File: src/rtl/bus_rr_scheduler_if.sv
// bus_rr_scheduler_if: FIFO-side request/data and bus-side push signals of the round-robin scheduler.
interface bus_rr_scheduler_if #(
    parameter int drvrs   = 4,
    parameter int pckg_sz = 16
);
    localparam int gw = $clog2(drvrs);
    logic [drvrs-1:0]         pndng;
    logic [drvrs*pckg_sz-1:0] D_pop;
    logic [drvrs-1:0]         pop;
    logic [drvrs-1:0]         push;
    logic [drvrs*pckg_sz-1:0] D_push;
    logic [gw-1:0]            grant_id;
    logic                     busy;
    logic                     drop;
    modport master (input pndng, D_pop, output pop, push, D_push, grant_id, busy, drop);
    modport slave  (output pndng, D_pop, input pop, push, D_push, grant_id, busy, drop);
endinterface

File: src/rtl/bus_rr_scheduler.sv
// bus_rr_scheduler: round-robin IDLE/POP/PUSH scheduler from per-device FIFOs onto the broadcast bus.
// Define BUS_BCAST_EN to deliver the broadcast ID to every device except the source.
module bus_rr_scheduler #(
    parameter int         drvrs     = 4,
    parameter int         pckg_sz   = 16,
    parameter logic [7:0] broadcast = 8'hFF
) (
    input logic clk,
    input logic reset,
    bus_rr_scheduler_if.master bus
);
    localparam int gw = $clog2(drvrs);
    typedef enum logic [1:0] {IDLE, POP, PUSH} state_t;
    state_t state, state_n;
    logic [gw-1:0]      rr_ptr, rr_n, grant, grant_n, winner;
    logic [pckg_sz-1:0] pkt, pkt_n, head;
    logic [drvrs-1:0]   pop, pop_n, push, push_n, hit, src, dec;
    logic               drop, drop_n, found;
    logic [7:0]         dest;

    assign head = bus.D_pop[grant*pckg_sz +: pckg_sz];
    assign dest = head[pckg_sz-1 -: 8];

    // First pending source at or after rr_ptr, wrapping around.
    always_comb begin
        winner = '0;
        found  = 1'b0;
        for (int i = 0; i < drvrs; i++) begin
            if (!found && bus.pndng[(int'(rr_ptr) + i) % drvrs]) begin
                winner = gw'((int'(rr_ptr) + i) % drvrs);
                found  = 1'b1;
            end
        end
    end

    for (genvar i = 0; i < drvrs; i++) begin : g_dec
        assign hit[i] = dest == 8'(i);
        assign src[i] = grant == gw'(i);
    end

`ifdef BUS_BCAST_EN
    assign dec = dest == broadcast ? ~src : hit;
`else
    assign dec = dest == broadcast ? '0 : hit;
`endif

    // Outputs are computed one state ahead so pop/push/drop come straight from flops.
    always_comb begin
        state_n = state;
        rr_n    = rr_ptr;
        grant_n = grant;
        pkt_n   = pkt;
        pop_n   = '0;
        push_n  = '0;
        drop_n  = 1'b0;
        case (state)
            IDLE: if (|bus.pndng) begin
                state_n = POP;
                grant_n = winner;
                rr_n    = winner == gw'(drvrs - 1) ? '0 : winner + 1'b1;
                pop_n   = drvrs'(1) << winner;
            end
            POP: begin
                state_n = PUSH;
                pkt_n   = head;
                push_n  = dec;
                drop_n  = ~|dec;
            end
            default: state_n = IDLE;
        endcase
    end

    always_ff @(posedge clk or posedge reset) begin
        if (reset) begin
            state  <= IDLE;
            rr_ptr <= '0;
            grant  <= '0;
            pkt    <= '0;
            pop    <= '0;
            push   <= '0;
            drop   <= 1'b0;
        end else begin
            state  <= state_n;
            rr_ptr <= rr_n;
            grant  <= grant_n;
            pkt    <= pkt_n;
            pop    <= pop_n;
            push   <= push_n;
            drop   <= drop_n;
        end
    end

    assign bus.pop      = pop;
    assign bus.push     = push;
    assign bus.drop     = drop;
    assign bus.grant_id = grant;
    assign bus.busy     = state != IDLE;
    assign bus.D_push   = {drvrs{pkt}};
endmodule

File: src/flat_wrapper.sv
// flat-port wrapper written by rule: the top's interface ports become plain ports
module bus_rr_scheduler_flat 
#(
    parameter int         drvrs     = 4,
    parameter int         pckg_sz   = 16,
    parameter logic [7:0] broadcast = 8'hFF
)
  (clk, reset, bus_pndng, bus_D_pop, bus_pop, bus_push, bus_D_push, bus_grant_id, bus_busy, bus_drop);
  bus_rr_scheduler_if #(.drvrs(drvrs), .pckg_sz(pckg_sz)) bus_i ();
  input logic clk;
  input logic reset;
  input wire logic [$bits(bus_i.pndng)-1:0] bus_pndng;
  input wire logic [$bits(bus_i.D_pop)-1:0] bus_D_pop;
  output wire logic [$bits(bus_i.pop)-1:0] bus_pop;
  output wire logic [$bits(bus_i.push)-1:0] bus_push;
  output wire logic [$bits(bus_i.D_push)-1:0] bus_D_push;
  output wire logic [$bits(bus_i.grant_id)-1:0] bus_grant_id;
  output wire logic [$bits(bus_i.busy)-1:0] bus_busy;
  output wire logic [$bits(bus_i.drop)-1:0] bus_drop;
  assign bus_i.pndng = bus_pndng;
  assign bus_i.D_pop = bus_D_pop;
  assign bus_pop = bus_i.pop;
  assign bus_push = bus_i.push;
  assign bus_D_push = bus_i.D_push;
  assign bus_grant_id = bus_i.grant_id;
  assign bus_busy = bus_i.busy;
  assign bus_drop = bus_i.drop;
  bus_rr_scheduler #(.drvrs(drvrs), .pckg_sz(pckg_sz), .broadcast(broadcast)) u_core (.clk(clk), .reset(reset), .bus(bus_i));
endmodule
File: config.mk
export PLATFORM = sky130hd
export DESIGN_NAME = bus_rr_scheduler_flat
export DESIGN_NICKNAME = d
export VERILOG_FILES = /design/src/rtl/bus_rr_scheduler_if.sv /design/src/rtl/bus_rr_scheduler.sv /design/src/flat_wrapper.sv
export SDC_FILE = /design/constraint.sdc
export NUM_CORES = 1
export LEC_CHECK = 0
export CAP_MARGIN = 20
export CORE_ASPECT_RATIO = 1.2
export CORE_MARGIN = 3
export CORE_UTILIZATION = 32
export CTS_BUF_LIST = sky130_fd_sc_hd__clkbuf_8
export DETAILED_ROUTE_END_ITERATION = 8
export HOLD_SLACK_MARGIN = 0.06
export PLACE_DENSITY_LB_ADDON = 0.05
export SETUP_SLACK_MARGIN = 0.02
export SLEW_MARGIN = 10
export SYNTH_ARGS = -nofsm -noshare
export SYNTH_HDL_FRONTEND = slang
export SYNTH_SLANG_ARGS = --single-unit
File: constraint.sdc
create_clock -name clk -period 1.65 [get_ports clk]
set_clock_uncertainty 0.05 [all_clocks]
set_input_delay 0.2475 -clock clk [delete_from_list [all_inputs] [get_ports clk]]
set_output_delay 0.2475 -clock clk [all_outputs]
set_load 0.1 [all_outputs]
==> impl_metrics.yaml, run 1 <==
timing:
  setup_viol: 3
  worst_pin_slew_ns: 0.311
  max_slew_margin_pct: 79.3
  holdWs_ns: 0.0989
  setup_ws_ns: -0.0515
  rsz0062_at_grt: "yes"
  hold_viol: 0
  timing.fmax_mhz: 588
  period_minus_slack_ns: 1.70
  period_share_pct: 103
  drv_slew: 0
critical_path:
  worst_setup_path_end_kind: "flop"
  cpPeakStageDelay_ns: 0.51
  crit_chain: "buf_4, buf_4, mux4_2, nor4_2"
  worstPathMaxFanout: 4
  cp_data_arrival_time_ns: 1.85
  required_ns: 1.80
  path_class: "flop to flop"
  startpoint_type: "flop"
  worst_path_max_delay_cell: "mux4_2"
  cpMostUsedCell: "buf_4"
cts:
  clock_sinks: 31
  numCtsBuffers: 5
  cts_tree: "done"
  clkLatencyLatePin_ns: 0.28
  cts_max_level: 2
  cts_buffer_depth: 2
  clk_pin_slew_ns: 0.07
  cts_root_buf: "clkbuf_8"
floorplan:
  start_util_pct: 34.1
  dieArea_um2: 7220
  pin_count: 146
  core_area_um2: 5860
  die_w_um: 78.1
  die_h_um: 92.5
  num_rows: 30
layout:
  antennaDiodeCount: 0
  nets: 388
  layout-drive-gt1-share_pct: 55.2
  stdcell_area_um2: 4420
  final_cell_mix: "79 x buf_12, 65 x clkdlybuf4s50_1, 42 x nand2_1"
  final_common_cell: "buf_12"
  final_util_pct: 75.5
  syn_to_final_growth_pct: 122
global_routing:
  antenna_found_initial: 0
  overflow: 0
  grt_first_pass_wirelength_mm: 9.99
  grt_use_total_pct: 17.9
  grt_pass1_vias: 1860
  grt_start_max_net_pins: 30
synth:
  synth_nets: 267
  synth-seq-cells: 31
  yosysWarnings: 0
  ys_types: 26
  ys_seq_area_share_pct: 38.9
  synthCells: 193
  syn_area_per_cell_um2: 10.3
  synthesis.area_um2: 1990
placement:
  dpl.hpwl_mm: 5.30
  place_area_um2: 4070
  pre_cts_slack_ns: -0.352
  gp_congestion: 0.713
  portBuffers: 145
min_path:
  hold_path_class: "input pin to asynchronous set/reset pin"
run_status:
  violations: "setup timing"
  status: "finished with violations"
detailed_routing:
  wirelength_mm: 6.68
  drt_iter0_markers: 69
  drc_errors: 0
  wire_per_inst_um: 16.9
  first_pass_iters: 4
  vias: 1803
  final_antenna_net_count: 0
  drt-vias-per-instance: 4.56
job:
  drv_cap: 0
==> critical path, delay by kind of cell (launching register included) <==
family	cells	cell delay (ns)
multiplexers	1	0.51
flip-flops	1	0.49
buffers and inverters	2	0.31
AND/OR/NAND/NOR	1	0.26
==> per-stage QoR <==
step / std cells / setup TNS, ns
floorplan: 193 / -1.64
global placement: 378 / -2.04
detailed placement: 378 / -2.46
CTS: 393 / -0.153
global route: 395 / -0.889
finish: 395 / -0.0728
==> sequential cells by signal, indices dropped and copies added, names as in the netlist <==
signal and count:
u_core.state 2, u_core.bus.push 4, u_core.pkt 16, u_core.bus.pop 4, u_core.bus.drop 1, u_core.rr_ptr 2
u_core.bus.grant_id 2
==> repair_timing <==
action	CTS	global route
buffers inserted	7	3
pin swaps	0	17
gates resized for setup	11	29
setup endpoints to repair	9	20
hold buffers	0	0
gates cloned	0	0
==> metal layers <==
metal  part of all wire (%)  wire length, um  track usage, %
met1                     35             2330            19.9
met2                     58             3860            33.3
met5                      0                0               0
met3                    6.3              422            4.67
met4                   0.97               65            4.81
==> final timing paths <==
kind	from	to	slack, ns	cells past startpoint
worst min-delay path	reset	u_core.pkt[5]$_DFFE_PP0P_	0.1	2
worst max register to register	u_core.bus.grant_id[0]$_DFFE_PP0P_	u_core.bus.push[0]$_DFF_PP0_	-0.05	4
min in group clk	u_core.rr_ptr[1]$_DFFE_PP0P_	u_core.rr_ptr[1]$_DFFE_PP0P_	0.57	2
max in group asynchronous	reset	u_core.bus.grant_id[0]$_DFFE_PP0P_	1.05	3
worst min register to register	u_core.rr_ptr[1]$_DFFE_PP0P_	u_core.rr_ptr[1]$_DFFE_PP0P_	0.57	2
worst max-delay path	u_core.bus.grant_id[0]$_DFFE_PP0P_	u_core.bus.push[0]$_DFF_PP0_	-0.05	4
==> cells by family (layout without fill, tap and decap cells) <==
family / count (synthesis) / count (layout) / share of synthesized area (%)
AO/OA/AOI/OAI: 11 / 11 / 3.26
adder cells (fa/ha/maj): 4 / 4 / 2.51
buffers and inverters: 63 / 185 / 21.4
flip-flops: 31 / 31 / 38.9
multiplexers: 18 / 18 / 19.2
AND/OR/NAND/NOR: 66 / 66 / 14.7
==> area by class of cell <==
type / instances / area [um2]
timing repair buffer: 169 / 2440
sequential: 31 / 805
clock buffer: 6 / 82.6
inverter: 8 / 35.0
multi-input combinational: 99 / 925
clock inverter: 2 / 35.0
tap: 80 / 100
fill: 385 / 1430
==> Yosys cell counts <==
| master | count | area [um2] |
|---|---|---|
| a21oi_1 | 5 | 25.0 |
| a221oi_1 | 1 | 8.76 |
| a22o_1 | 1 | 8.76 |
| a31oi_1 | 1 | 6.26 |
| and2_1 | 4 | 25.0 |
| buf_2 | 2 | 10.0 |
| buf_4 | 48 | 360 |
| buf_6 | 1 | 11.3 |
| clkbuf_1 | 4 | 15.0 |
| dfrtp_1 | 31 | 776 |
| ha_1 | 4 | 50.1 |
| inv_1 | 5 | 18.8 |
| inv_2 | 3 | 11.3 |
| mux2_1 | 2 | 22.5 |
| mux4_2 | 16 | 360 |
| nand2_1 | 46 | 173 |
| nand2b_1 | 3 | 18.8 |
| nand3_2 | 1 | 10.0 |
| nor2_1 | 2 | 7.51 |
| nor2_2 | 3 | 18.8 |
| nor3_1 | 2 | 10.0 |
| nor4_1 | 3 | 18.8 |
| o21ai_1 | 2 | 10.0 |
| o22ai_1 | 1 | 6.26 |
| or2_1 | 1 | 6.26 |
| or3_1 | 1 | 6.26 |
Power of run 1 is not shown: default switching activity piles up to over one toggle a cycle in this logic, so the estimate is an artifact.
==> run 2, diff against run 1 <==
--- a/config.mk
+++ b/config.mk
@@ -6,9 +6,11 @@
 export NUM_CORES = 1
 export LEC_CHECK = 0
 export CAP_MARGIN = 20
+export CELL_PAD_IN_SITES_DETAIL_PLACEMENT = 1
+export CELL_PAD_IN_SITES_GLOBAL_PLACEMENT = 1
 export CORE_ASPECT_RATIO = 1.2
 export CORE_MARGIN = 3
-export CORE_UTILIZATION = 32
+export CORE_UTILIZATION = 25
 export CTS_BUF_LIST = sky130_fd_sc_hd__clkbuf_8
 export DETAILED_ROUTE_END_ITERATION = 8
 export HOLD_SLACK_MARGIN = 0.06
==> constraint.sdc (replaced) <==
create_clock -name clk -period 1.6 [get_ports clk]
set_clock_uncertainty 0.05 [all_clocks]
set_input_delay 0.24 -clock clk [delete_from_list [all_inputs] [get_ports clk]]
set_output_delay 0.24 -clock clk [all_outputs]
set_load 0.1 [all_outputs]
==> impl_metrics.yaml, run 2 (synthesis gave the netlist of run 1 again) <==
run_status:
  status: "finished with violations"
  violations: "setup timing"
detailed_routing:
  drc_errors: 0
  drt_iter0_markers: 43
  vias: 1842
  wirelength_mm: 7.12
  wire_per_inst_um: 17.2
  drt-vias-per-instance: 4.45
  final_antenna_net_count: 0
  first_pass_iters: 4
global_routing:
  grt_first_pass_wirelength_mm: 11.2
  grt_use_total_pct: 16.2
  grt_start_max_net_pins: 23
  overflow: 0
  grt_pass1_vias: 2055
  antenna_found_initial: 0
timing:
  hold_viol: 0
  holdWs_ns: 0.0959
  setup_ws_ns: -0.128
  max_slew_margin_pct: 78.7
  rsz0062_at_grt: "yes"
  period_share_pct: 108
  setup_viol: 12
  period_minus_slack_ns: 1.73
  drv_slew: 0
  worst_pin_slew_ns: 0.319
  timing.fmax_mhz: 579
cts:
  clock_sinks: 31
  cts_root_buf: "clkbuf_8"
  cts_hold_buf: 0
  clk_pin_slew_ns: 0.08
  numCtsBuffers: 5
  clkLatencyLatePin_ns: 0.29
  cts_max_level: 2
  cts_tree: "done"
  cts_buffer_depth: 2
floorplan:
  num_rows: 35
  die_w_um: 87.5
  core_area_um2: 7710
  start_util_pct: 25.9
  dieArea_um2: 9090
  die_h_um: 104
  pin_count: 146
placement:
  gp_congestion: 0.737
  dpl.hpwl_mm: 5.77
  portBuffers: 145
layout:
  syn_to_final_growth_pct: 125
  nFillCells: 765
  nets: 395
  layout-drive-gt1-share_pct: 55.3
  final_cell_mix: "77 x buf_12, 66 x clkdlybuf4s50_1, 46 x nand2_1"
  antennaDiodeCount: 0
  final_common_cell: "buf_12"
  largest_register_ffs: 16
  reg_top3: "u_core.pkt: 16 flops, u_core.bus.pop: 4 flops, u_core.bus.push: 4 flops"
  final_util_pct: 58.2
  largest_register: "u_core.pkt"
critical_path:
  ff2ff_path_depth: 5
  cp_data_arrival_time_ns: 1.88
  worstPathMaxFanout: 4
  path_class: "flop to flop"
  r2r_start: "u_core.bus.grant_id[0]$_DFFE_PP0P_"
  required_ns: 1.76
  reg2reg_to: "u_core.bus.push[2]$_DFF_PP0_"
  rrSetupSlack_ns: -0.13
  worst_setup_path_end_kind: "flop"
  startpoint_type: "flop"
job:
  drv_cap: 0
min_path:
  hold_path_class: "input pin to asynchronous set/reset pin"
==> run 2: per-stage QoR <==
step | instance area, um2 | cells | worst slack [ns] | setup TNS (ns)
2_1_floorplan | 2040 | 193 | -0.299 | -2.37
3_3_place_gp | 4110 | 395 | -0.286 | -2.61
3_5_place_dp | 4110 | 395 | -0.401 | -3.34
4_1_cts | 4370 | 410 | -0.125 | -0.791
5_1_grt | 4490 | 414 | -0.186 | -1.71
6_report | 4490 | 414 | -0.128 | -0.627
==> run 2: per-layer routing <==
layer  track usage (%)  up-vias  wire length (um)  share of wire (%)
met2              31.5       62              4380                 62
met1              16.8      922              2300                 32
met4              4.39        0                94                1.3
met3              3.26        8               343                4.8
met5                 0        -                 0                  0
li1                  -      850                 -                  -
==> run 2: timing repair <==
item | CTS | global route
setup buffers | 7 | 6
endpoints found under the setup margin | 12 | 21
resized for setup | 20 | 21
pin swaps | 4 | 18
==> run 2: area by class of cell <==
type / count / area [um2] / area share (%)
well taps: 92 / 115 / 2.57
flip-flops and latches: 31 / 805 / 17.9
inverters: 8 / 32.5 / 0.725
clock inverters: 2 / 35.0 / 0.781
clock buffers: 6 / 82.6 / 1.84
repair buffers: 176 / 2480 / 55.4
multi-input cells: 99 / 933 / 20.8
==> run 2: worst max-delay path: stages, from the launching register on <==
cell and delay (ns):
dfrtp_4 0.50, buf_6 0.14, buf_6 0.12, mux4_2 0.49, buf_6 0.15, nor4_4 0.19
==> run 2: worst max-delay path by stage <==
stage | from | end | slack (ns) | cells after the start
finish | u_core.bus.grant_id[0]$_DFFE_PP0P_ | u_core.bus.push[2]$_DFF_PP0_ | -0.13 | 5
global route | u_core.bus.grant_id[0]$_DFFE_PP0P_ | u_core.bus.push[2]$_DFF_PP0_ | -0.19 | 5
CTS | u_core.bus.grant_id[0]$_DFFE_PP0P_ | u_core.bus.push[2]$_DFF_PP0_ | -0.13 | 5
detailed placement | bus_pndng[0] | u_core.rr_ptr[1]$_DFFE_PP0P_ | -0.40 | 7
global placement | bus_pndng[0] | u_core.rr_ptr[0]$_DFFE_PP0P_ | -0.29 | 7
floorplan | u_core.bus.grant_id[0]$_DFFE_PP0P_ | u_core.bus.push[2]$_DFF_PP0_ | -0.30 | 5
Power of run 2 is left out for the same reason.
==> run 3, diff against run 2 <==
--- a/config.mk
+++ b/config.mk
@@ -20,3 +20,4 @@
 export SYNTH_ARGS = -nofsm -noshare
 export SYNTH_HDL_FRONTEND = slang
 export SYNTH_SLANG_ARGS = --single-unit
+export TNS_END_PERCENT = 10
==> constraint.sdc (replaced) <==
create_clock -name clk -period 1.63 [get_ports clk]
set_clock_uncertainty 0.05 [all_clocks]
set_input_delay 0.2445 -clock clk [delete_from_list [all_inputs] [get_ports clk]]
set_output_delay 0.2445 -clock clk [all_outputs]
set_load 0.1 [all_outputs]
==> impl_metrics.yaml, run 3 (synthesis gave the netlist of run 1 again) <==
cts:
  numCtsBuffers: 5
  clk_pin_slew_ns: 0.06
  clkLatencyLatePin_ns: 0.29
  cts_max_level: 2
  cts_hold_buf: 0
  cts_root_buf: "clkbuf_8"
  clock_sinks: 31
  cts_buffer_depth: 2
  cts_tree: "done"
critical_path:
  rrSetupSlack_ns: -0.09
  reg2reg_to: "u_core.bus.push[2]$_DFF_PP0_"
  startpoint_type: "flop"
  worst_setup_path_end_kind: "flop"
  r2r_start: "u_core.bus.grant_id[0]$_DFFE_PP0P_"
  cp-endpoint: "u_core.bus.push[2]$_DFF_PP0_"
  required_ns: 1.76
  critPathLaunch: "u_core.bus.grant_id[0]$_DFFE_PP0P_"
  cp_data_arrival_time_ns: 1.85
  ff2ff_path_depth: 5
  worstPathMaxFanout: 5
  path_class: "flop to flop"
global_routing:
  antenna_found_initial: 0
  grt_first_pass_wirelength_mm: 11.2
  grt_use_total_pct: 16.2
  grt_start_max_net_pins: 32
  overflow: 0
  grt_pass1_vias: 1966
placement:
  place_area_um2: 4100
  portBuffers: 145
  dpl.hpwl_mm: 5.81
  gp_congestion: 0.717
timing:
  hold_viol: 0
  period_minus_slack_ns: 1.72
  setup_ws_ns: -0.0892
  max_slew_margin_pct: 71.5
  drv_slew: 0
  worst_pin_slew_ns: 0.427
  final.setup.tns_ns: -0.366
  holdWs_ns: 0.247
  timing.fmax_mhz: 582
  period_share_pct: 105
  setup_viol: 8
  rsz0062_at_grt: "yes"
detailed_routing:
  wirelength_mm: 7.01
  first_pass_iters: 4
  drc_errors: 0
  final_antenna_net_count: 0
  vias: 1799
  drt-vias-per-instance: 4.46
  wire_per_inst_um: 17.4
  drt_iter0_markers: 43
floorplan:
  num_rows: 35
  pin_count: 146
  core_area_um2: 7710
  dieArea_um2: 9090
  die_h_um: 104
  die_w_um: 87.5
  start_util_pct: 25.9
min_path:
  hold_path_class: "input pin to asynchronous set/reset pin"
run_status:
  status: "finished with violations"
  violations: "setup timing"
layout:
  nFillCells: 765
  final_cell_mix: "79 x buf_12, 66 x clkdlybuf4s50_1, 46 x nand2_1"
  stdcell_area_um2: 4290
  largest_register: "u_core.pkt"
  nets: 384
  final_common_cell: "buf_12"
  largest_register_ffs: 16
  syn_to_final_growth_pct: 115
  reg_top3: "u_core.pkt: 16 flops, u_core.bus.pop: 4 flops, u_core.bus.push: 4 flops"
  antennaDiodeCount: 0
  layout-drive-gt1-share_pct: 44.7
job:
  drv_cap: 0
==> run 3: worst min path at each step <==
stage / from / endpoint / slack [ns] / depth (start not counted)
floorplan: reset / u_core.bus.drop$_DFF_PP0_ / 0.30 / 1
global placement: u_core.rr_ptr[1]$_DFFE_PP0P_ / u_core.rr_ptr[1]$_DFFE_PP0P_ / 0.55 / 2
detailed placement: reset / u_core.pkt[1]$_DFFE_PP0P_ / 0.56 / 3
CTS: reset / u_core.state[1]$_DFFE_PP0P_ / 0.25 / 3
global route: reset / u_core.bus.grant_id[1]$_DFFE_PP0P_ / 0.27 / 3
finish: reset / u_core.pkt[1]$_DFFE_PP0P_ / 0.25 / 3
==> run 3: area by class of cell <==
type	instances	area, um2	area share (%)
multi-input combinational	99	877	20.4
timing repair buffer	165	2400	56.0
clock buffer	5	68.8	1.60
sequential	31	785	18.3
tap	92	115	2.68
clock inverter	3	11.3	0.263
inverter	8	32.5	0.758
==> run 3: critical path, cell delays in order (launching register included) <==
cell and delay (ns):
dfrtp_4 0.49, buf_12 0.15, mux4_2 0.47, nor2_4 0.16
nand3_4 0.13, nor4_2 0.16
==> run 3: metrics by stage <==
step	utilization (%)	worst slack (ns)	std cells
2_1_floorplan	-	-0.270	193
3_3_place_gp	53.1	-0.368	393
3_5_place_dp	53.1	-0.428	393
4_1_cts	54.9	-0.146	403
5_1_grt	55.6	-0.187	403
6_report	55.6	-0.0892	403
==> run 3: repair_timing <==
item,in CTS,in global routing
endpoints found under the setup margin,14,21
buffers inserted,2,0
gates resized for setup,10,12
pin swaps,0,5
hold endpoints to repair,0,0
==> run 3: routing by layer <==
metal | vias up | wire, um | GRT usage (%)
li1 | 829 | - | -
met1 | 906 | 2270 | 15.9
met2 | 57 | 4240 | 31.5
met3 | 7 | 414 | 4.69
met4 | 0 | 90 | 4.39
met5 | - | 0 | 0
Power of run 3 is left out for the same reason.
